===== config.mk =====
export PLATFORM = sky130hd
export DESIGN_NAME = mips_mc_ctrl
export DESIGN_NICKNAME = d
export VERILOG_FILES = /design/src/rtl/mips_mc_pkg.sv /design/src/rtl/mips_mc_decode.sv /design/src/rtl/mips_mc_ctrl.sv
export SDC_FILE = /design/constraint.sdc
export NUM_CORES = 1
export LEC_CHECK = 0
export ABC_CLOCK_PERIOD_IN_PS = 2200
export BUFFER_PORTS_ARGS = -buffer_cell sky130_fd_sc_hd__buf_2
export CAP_MARGIN = 20
export CORE_ASPECT_RATIO = 0.75
export CORE_MARGIN = 1
export CORE_UTILIZATION = 25
export CTS_CLUSTER_SIZE = 28
export DETAILED_ROUTE_END_ITERATION = 10
export SLEW_MARGIN = 15
export SYNTH_ARGS = -nofsm -noshare
export SYNTH_HDL_FRONTEND = slang
export SYNTH_SLANG_ARGS = --single-unit

===== constraint.sdc =====
create_clock -name clock -period 2.2 [get_ports clock]
set_clock_uncertainty 0.1 [all_clocks]
set_input_delay 0.44 -clock clock [delete_from_list [all_inputs] [get_ports clock]]
set_output_delay 0.44 -clock clock [all_outputs]
set_load 0.005 [all_outputs]

===== src/rtl/mips_mc_pkg.sv =====
// Shared definitions for the multi-cycle MIPS control unit: FSM state encodings,
// opcode constants, ALU operation codes and datapath mux select codes.
package mips_mc_pkg;

  // 4-bit state encodings; the value is also exported on the debug state port.
  typedef enum logic [3:0] {
    StFetch   = 4'd0,
    StDecode  = 4'd1,
    StMemAddr = 4'd2,
    StMemRd   = 4'd3,
    StMemWb   = 4'd4,
    StMemWr   = 4'd5,
    StRExec   = 4'd6,
    StRWb     = 4'd7,
    StBranch  = 4'd8,
    StJump    = 4'd9,
    StIExec   = 4'd10,
    StIWb     = 4'd11,
    StJal     = 4'd12
  } mips_state_e;

  // Opcodes (instruction[31:26])
  localparam logic [5:0] OP_RTYPE = 6'h00;
  localparam logic [5:0] OP_J     = 6'h02;
  localparam logic [5:0] OP_JAL   = 6'h03;
  localparam logic [5:0] OP_BEQ   = 6'h04;
  localparam logic [5:0] OP_BNE   = 6'h05;
  localparam logic [5:0] OP_ADDI  = 6'h08;
  localparam logic [5:0] OP_SLTI  = 6'h0A;
  localparam logic [5:0] OP_ANDI  = 6'h0C;
  localparam logic [5:0] OP_ORI   = 6'h0D;
  localparam logic [5:0] OP_LW    = 6'h23;
  localparam logic [5:0] OP_SW    = 6'h2B;

  // ALU operation codes; ALU_FUNCT defers to the funct field in the ALU controller.
  localparam logic [3:0] ALU_ADD   = 4'd0;
  localparam logic [3:0] ALU_SUB   = 4'd1;
  localparam logic [3:0] ALU_FUNCT = 4'd2;
  localparam logic [3:0] ALU_AND   = 4'd3;
  localparam logic [3:0] ALU_OR    = 4'd4;
  localparam logic [3:0] ALU_SLT   = 4'd5;

  // PC source select
  localparam logic [1:0] PCSRC_ALU    = 2'd0;
  localparam logic [1:0] PCSRC_ALUOUT = 2'd1;
  localparam logic [1:0] PCSRC_JUMP   = 2'd2;

  // ALU B operand select
  localparam logic [1:0] SRCB_RT     = 2'd0;
  localparam logic [1:0] SRCB_FOUR   = 2'd1;
  localparam logic [1:0] SRCB_IMM    = 2'd2;
  localparam logic [1:0] SRCB_IMM_SH = 2'd3;

  // Register destination select
  localparam logic [1:0] REGDST_RT = 2'd0;
  localparam logic [1:0] REGDST_RD = 2'd1;
  localparam logic [1:0] REGDST_RA = 2'd2;

  // Register write-back source select
  localparam logic [1:0] MEMTOREG_ALUOUT = 2'd0;
  localparam logic [1:0] MEMTOREG_MDR    = 2'd1;
  localparam logic [1:0] MEMTOREG_PC     = 2'd2;

endpackage


===== src/rtl/mips_mc_decode.sv =====
// Opcode dispatch for the multi-cycle control unit (purely combinational).
//   opcode_i     : instruction[31:26]
//   next_state_o : state entered after DECODE (StFetch for unknown opcodes)
//   illegal_o    : opcode is not supported
//   alu_op_o     : ALU operation for I-type arithmetic (ADD otherwise)
module mips_mc_decode
  import mips_mc_pkg::*;
(
  input  logic [5:0]  opcode_i,
  output mips_state_e next_state_o,
  output logic        illegal_o,
  output logic [3:0]  alu_op_o
);

  always_comb begin
    next_state_o = StFetch;
    illegal_o    = 1'b0;
    alu_op_o     = ALU_ADD;
    case (opcode_i)
      OP_RTYPE:       next_state_o = StRExec;
      OP_LW, OP_SW:   next_state_o = StMemAddr;
      OP_BEQ, OP_BNE: next_state_o = StBranch;
      OP_J:           next_state_o = StJump;
      OP_JAL:         next_state_o = StJal;
      OP_ADDI: begin
        next_state_o = StIExec;
        alu_op_o     = ALU_ADD;
      end
      OP_SLTI: begin
        next_state_o = StIExec;
        alu_op_o     = ALU_SLT;
      end
      OP_ANDI: begin
        next_state_o = StIExec;
        alu_op_o     = ALU_AND;
      end
      OP_ORI: begin
        next_state_o = StIExec;
        alu_op_o     = ALU_OR;
      end
      default:        illegal_o = 1'b1;
    endcase
  end

endmodule


===== src/rtl/mips_mc_ctrl.sv =====
// Multi-cycle MIPS control unit. Moore-style FSM over a shared datapath with a
// ready-handshaked unified memory port, run/stall input, sticky illegal-opcode
// flag and a saturating retired-instruction counter.
//   clock, Reset      : rising-edge clock, synchronous active-high reset
//   run               : permits a new fetch
//   opcode, funct     : IR fields
//   zero              : ALU zero flag
//   mem_ready         : memory completes the current access this cycle
//   mem_read/mem_write/iord/ir_write/pc_en/pc_source/alu_src_a/alu_src_b/
//   alu_op/reg_write/reg_dst/mem_to_reg : datapath controls (combinational)
//   illegal, retired, state : registered status
module mips_mc_ctrl
  import mips_mc_pkg::*;
#(
  parameter int unsigned ALUOP_W = 4,
  parameter int unsigned CNT_W   = 32,
  parameter int unsigned OPC_W   = 6
) (
  input  logic               clock,
  input  logic               Reset,
  input  logic               run,
  input  logic [OPC_W-1:0]   opcode,
  input  logic [OPC_W-1:0]   funct,
  input  logic               zero,
  input  logic               mem_ready,
  output logic               mem_read,
  output logic               mem_write,
  output logic               iord,
  output logic               ir_write,
  output logic               pc_en,
  output logic [1:0]         pc_source,
  output logic               alu_src_a,
  output logic [1:0]         alu_src_b,
  output logic [ALUOP_W-1:0] alu_op,
  output logic               reg_write,
  output logic [1:0]         reg_dst,
  output logic [1:0]         mem_to_reg,
  output logic               illegal,
  output logic [CNT_W-1:0]   retired,
  output logic [3:0]         state
);

  mips_state_e        state_q, state_d;
  logic               illegal_q;
  logic [CNT_W-1:0]   retired_q;
  logic               retire;
  logic               branch_ne;
  logic [3:0]         alu_op_c;

  mips_state_e        dec_next;
  logic               dec_illegal;
  logic [3:0]         dec_alu_op;

  // funct is consumed by the downstream ALU controller, not here.
  logic unused_funct;
  assign unused_funct = ^funct;

  mips_mc_decode u_decode (
    .opcode_i     (opcode[5:0]),
    .next_state_o (dec_next),
    .illegal_o    (dec_illegal),
    .alu_op_o     (dec_alu_op)
  );

  assign branch_ne = (opcode[5:0] == OP_BNE);

  // Next state and retire strobe
  always_comb begin
    state_d = state_q;
    retire  = 1'b0;
    case (state_q)
      StFetch:   if (run && mem_ready) state_d = StDecode;
      StDecode:  state_d = dec_next;
      StMemAddr: state_d = (opcode[5:0] == OP_LW) ? StMemRd : StMemWr;
      StMemRd:   if (mem_ready) state_d = StMemWb;
      StMemWr: begin
        if (mem_ready) begin
          state_d = StFetch;
          retire  = 1'b1;
        end
      end
      StRExec:   state_d = StRWb;
      StIExec:   state_d = StIWb;
      StMemWb, StRWb, StIWb, StBranch, StJump, StJal: begin
        state_d = StFetch;
        retire  = 1'b1;
      end
      default:   state_d = StFetch;
    endcase
  end

  always_ff @(posedge clock) begin
    if (Reset) begin
      state_q   <= StFetch;
      illegal_q <= 1'b0;
      retired_q <= '0;
    end else begin
      state_q <= state_d;
      if (state_q == StDecode && dec_illegal) illegal_q <= 1'b1;
      if (retire && retired_q != {CNT_W{1'b1}}) retired_q <= retired_q + CNT_W'(1);
    end
  end

  // Control outputs, forced low while Reset is asserted
  always_comb begin
    mem_read   = 1'b0;
    mem_write  = 1'b0;
    iord       = 1'b0;
    ir_write   = 1'b0;
    pc_en      = 1'b0;
    pc_source  = PCSRC_ALU;
    alu_src_a  = 1'b0;
    alu_src_b  = SRCB_RT;
    alu_op_c   = ALU_ADD;
    reg_write  = 1'b0;
    reg_dst    = REGDST_RT;
    mem_to_reg = MEMTOREG_ALUOUT;
    if (!Reset) begin
      case (state_q)
        StFetch: begin
          if (run) begin
            mem_read = 1'b1;
            if (mem_ready) begin
              ir_write  = 1'b1;
              alu_src_b = SRCB_FOUR;
              pc_en     = 1'b1;
            end
          end
        end
        StDecode:  alu_src_b = SRCB_IMM_SH;
        StMemAddr: begin
          alu_src_a = 1'b1;
          alu_src_b = SRCB_IMM;
        end
        StMemRd: begin
          mem_read = 1'b1;
          iord     = 1'b1;
        end
        StMemWb: begin
          reg_write  = 1'b1;
          mem_to_reg = MEMTOREG_MDR;
        end
        StMemWr: begin
          mem_write = 1'b1;
          iord      = 1'b1;
        end
        StRExec: begin
          alu_src_a = 1'b1;
          alu_op_c  = ALU_FUNCT;
        end
        StRWb: begin
          reg_write = 1'b1;
          reg_dst   = REGDST_RD;
        end
        StBranch: begin
          alu_src_a = 1'b1;
          alu_op_c  = ALU_SUB;
          pc_source = PCSRC_ALUOUT;
          pc_en     = zero ^ branch_ne;
        end
        StJump: begin
          pc_source = PCSRC_JUMP;
          pc_en     = 1'b1;
        end
        StJal: begin
          pc_source  = PCSRC_JUMP;
          pc_en      = 1'b1;
          reg_write  = 1'b1;
          reg_dst    = REGDST_RA;
          mem_to_reg = MEMTOREG_PC;
        end
        StIExec: begin
          alu_src_a = 1'b1;
          alu_src_b = SRCB_IMM;
          alu_op_c  = dec_alu_op;
        end
        StIWb:     reg_write = 1'b1;
        default: ;
      endcase
    end
  end

  assign alu_op  = ALUOP_W'(alu_op_c);
  assign illegal = illegal_q;
  assign retired = retired_q;
  assign state   = state_q;

endmodule


==> results.yml <==
status:
  status: "complete, but fails checks"
  violations: "negative setup slack"
global_route:
  grtUsageTotal_pct: 14.3
  antenna_found_initial: 0
  grt_max_degree: 37
  grt_pass1_wl_mm: 11.7
  grt_overflow: 0
  grt_pass1_vias: 2392
yosys:
  yosysUniqueCellTypes: 62
  synth_edf_count: 0
  synth_cells: 320
  synth_nets: 338
  postSynth.asyncResetShare_pct: 0
  yosys_warnings: 0
  synth.ff_latch_count: 37
  ys.flop_type: "dfxtp_1"
  syn_area_per_cell_um2: 7.72
  seq_area_frac_synth_pct: 30.0
  syn_area_um2: 2470
timing:
  worst_slew_pin_slew_ns: 0.641
  final-max-slew-violation-count: 0
  hold_violations: 0
  fin_crit_sh_pct: 102
  grt_setup_unrepaired: "yes"
  min_period_ns: 2.25
  layout_setup_ws_ns: -0.0497
  setup-tns-final_ns: -0.0889
  max_freq_mhz: 445
  slew_headroom_pct: 57.1
  setup_viol: 2
drt:
  dr.first_iter.drc_count: 172
  wire_per_inst_um: 13.6
  routed_wl_mm: 7.50
  vias_per_cell: 5.01
  remaining_drc_errors: 0
  vias: 2763
  firstDrtPassIters: 4
  postRouteAntennaNets: 0
cts:
  cts_made_buffers: 5
  clockBufferDepth: 2
  cts_max_level: 2
  cts_tree: "done"
  cts-root-buf: "clkbuf_16"
  clk_latency_ns: 0.28
  clkTransAtPathRegs_ns: 0.05
  hold_buffers: 0
  cts.sinks: 37
die:
  start_util_pct: 25.7
  core_area_um2: 9620
  num_io_pins: 73
  die-area_um2: 10300
  rows: 31
  die_h_um: 88.1
  die_w_um: 117
setup_path:
  path_cells: "or2_1 -> buf_6 -> nor3_1 -> nand4_1 -> o21ai_1 -> buf_2"
  cp_slowest_cell: "dfxtp_2"
  r2r_cells: 6
  path_class: "flip-flop to output port"
  arrival_ns: 1.71
  cp-start-kind: "flip-flop"
  crit_path_max_fanout: 7
  path_delay_family: "simple AND/OR/NAND/NOR gates"
  slowest_delay_ns: 0.33
  critPathBufInv: 2
  critical_path_cell_count: 6
  cp_data_required_time_ns: 1.66
  crit_path_end_kind: "output port"
cells_and_area:
  antenna_cells: 0
  drive_above_1_share_pct: 33.6
  nets: 437
  syn2layout_area_growth_pct: 40.0
  final_util_pct: 36.0
min_path:
  worstHoldPathCells: 2
  hold_path.class: "flip-flop to flip-flop"
power:
  p_sw_uw: 362
  switching_share_pct: 21.8
  irDropWorstVdd_mv: 0.320
  powerDensity_nw_per_um2: 480
  p_clk_share_pct: 50.9
  p_comb_share_pct: 8.4
  p_int_mw: 1.30
  power.share.sequential_pct: 40.7
  power.leakage_nw: 1.39
placed_design:
  gp_congestion: 0.823
  io_buffers: 65
  hpwl_mm: 5.44
  dp_worst_setup_slack_ns: -0.0910
run:
  max-cap-violations: 0
## power groups by stage
stage / registers [mW] / logic, mW / clock network (mW)
6_report: 0.676 / 0.140 / 0.845
5_1_grt: 0.676 / 0.154 / 0.888
4_1_cts: 0.676 / 0.134 / 0.862
3_5_place_dp: 0.691 / 0.132 / 0
3_3_place_gp: 0.691 / 0.130 / 0
2_1_floorplan: 0.692 / 0.0760 / 0
## cell families after synthesis
| kind of cell | count (synthesis) | synth area share [%] |
|---|---|---|
| mux | 2 | 0.911 |
| other cells | 1 | 0.152 |
| buf+inv | 33 | 6.13 |
| xor+xnor | 11 | 3.90 |
| flops | 37 | 30.0 |
| fa+ha+maj | 1 | 0.506 |
| compound gates | 89 | 23.6 |
| simple gates | 146 | 34.8 |
## worst register-to-register path, cell delays in order (launching register included)
cell     delay, ns
dfxtp_1       0.42
nand4_1       0.23
buf_4         0.22
nor3_1        0.33
nand4_1       0.21
or3_1         0.34
a21oi_1       0.14
## per-layer routing
metal | vias up | wire, um | GRT usage [%]
met3 | 4 | 482 | 2.91
met5 | - | 0 | 0
met2 | 76 | 3040 | 19.8
li1 | 1389 | - | -
met4 | 0 | 58 | 3.68
met1 | 1294 | 3930 | 22.1
## path summary, 6_finish.rpt
check | slack (ns) | from | endpoint
setup / recovery | -0.05 | state[2]$_SDFFE_PP0P_ | alu_src_b[0]
setup reg to reg | 0.15 | retired[19]$_SDFFE_PP0P_ | retired[28]$_SDFFE_PP0P_
hold / removal | 0.40 | illegal$_SDFFE_PP0P_ | illegal$_SDFFE_PP0P_
hold reg to reg | 0.40 | illegal$_SDFFE_PP0P_ | illegal$_SDFFE_PP0P_
## registers in the layout, summed over array words and instances, names as in the netlist
name     cells
illegal      1
retired     32
state        4
## final cells by class
type,count,area [um^2]
clock buffer,6,139
clock inverter,2,37.5
tap,132,165
timing repair buffer,113,719
fill,1060,6160
multi-input combinational,250,1610
inverter,12,45.0
sequential,37,743
## cells in the mapped netlist (all sizes together) (2+ instances only)
cell / count / area share [%]
a2111oi: 2 / 0.96
a211oi: 6 / 1.8
a21o: 2 / 0.61
a21oi: 33 / 6.7
a31o: 2 / 0.71
a31oi: 3 / 0.76
and2: 3 / 0.76
and3: 4 / 1.0
and4: 3 / 1.1
buf: 10 / 2.6
clkbuf: 11 / 1.7
dfxtp: 37 / 30
inv: 12 / 1.8
mux2: 2 / 0.91
nand2: 17 / 2.6
nand2b: 10 / 2.5
nand3: 13 / 2.6
nand3b: 2 / 0.61
nand4: 11 / 3.6
nor2: 22 / 3.3
nor2b: 8 / 2.0
nor3: 16 / 3.4
nor4: 7 / 2.9
o2111ai: 2 / 0.96
o21ai: 16 / 3.2
o311ai: 2 / 1.0
o31ai: 10 / 3.0
or2: 3 / 0.76
or3: 14 / 3.5
or4: 10 / 3.0
xnor2: 10 / 3.5
## stage by stage
step,total power [mW],hold WS (ns),cells,area (um^2)
floorplan,0.768,0.361,320,2470
global placement,0.821,0.386,537,3180
detailed placement,0.823,0.379,537,3180
CTS,1.67,0.400,545,3370
global route,1.72,0.428,552,3460
finish,1.66,0.404,552,3460
## layout by cell type (no fill, tap or decap), types with 9 or more instances in the layout
cell	instances
o21ai_0	12
nor2_1	21
xnor2_1	9
nand3_1	13
buf_2	64
nand2_1	17
buf_4	43
a21oi_1	33
nor3_1	14
dfxtp_1	35
or3_1	14
nand2b_1	9
inv_1	12
or4_1	9
o31ai_1	10
nand4_1	9
## repair_timing
| item | in CTS | in global routing |
|---|---|---|
| buffers inserted | 0 | 7 |
| resized for setup | 4 | 11 |
| setup endpoints to repair | 3 | 25 |
| pin swaps | 2 | 5 |
No activity file was read; power rests on OpenSTA's default activity.
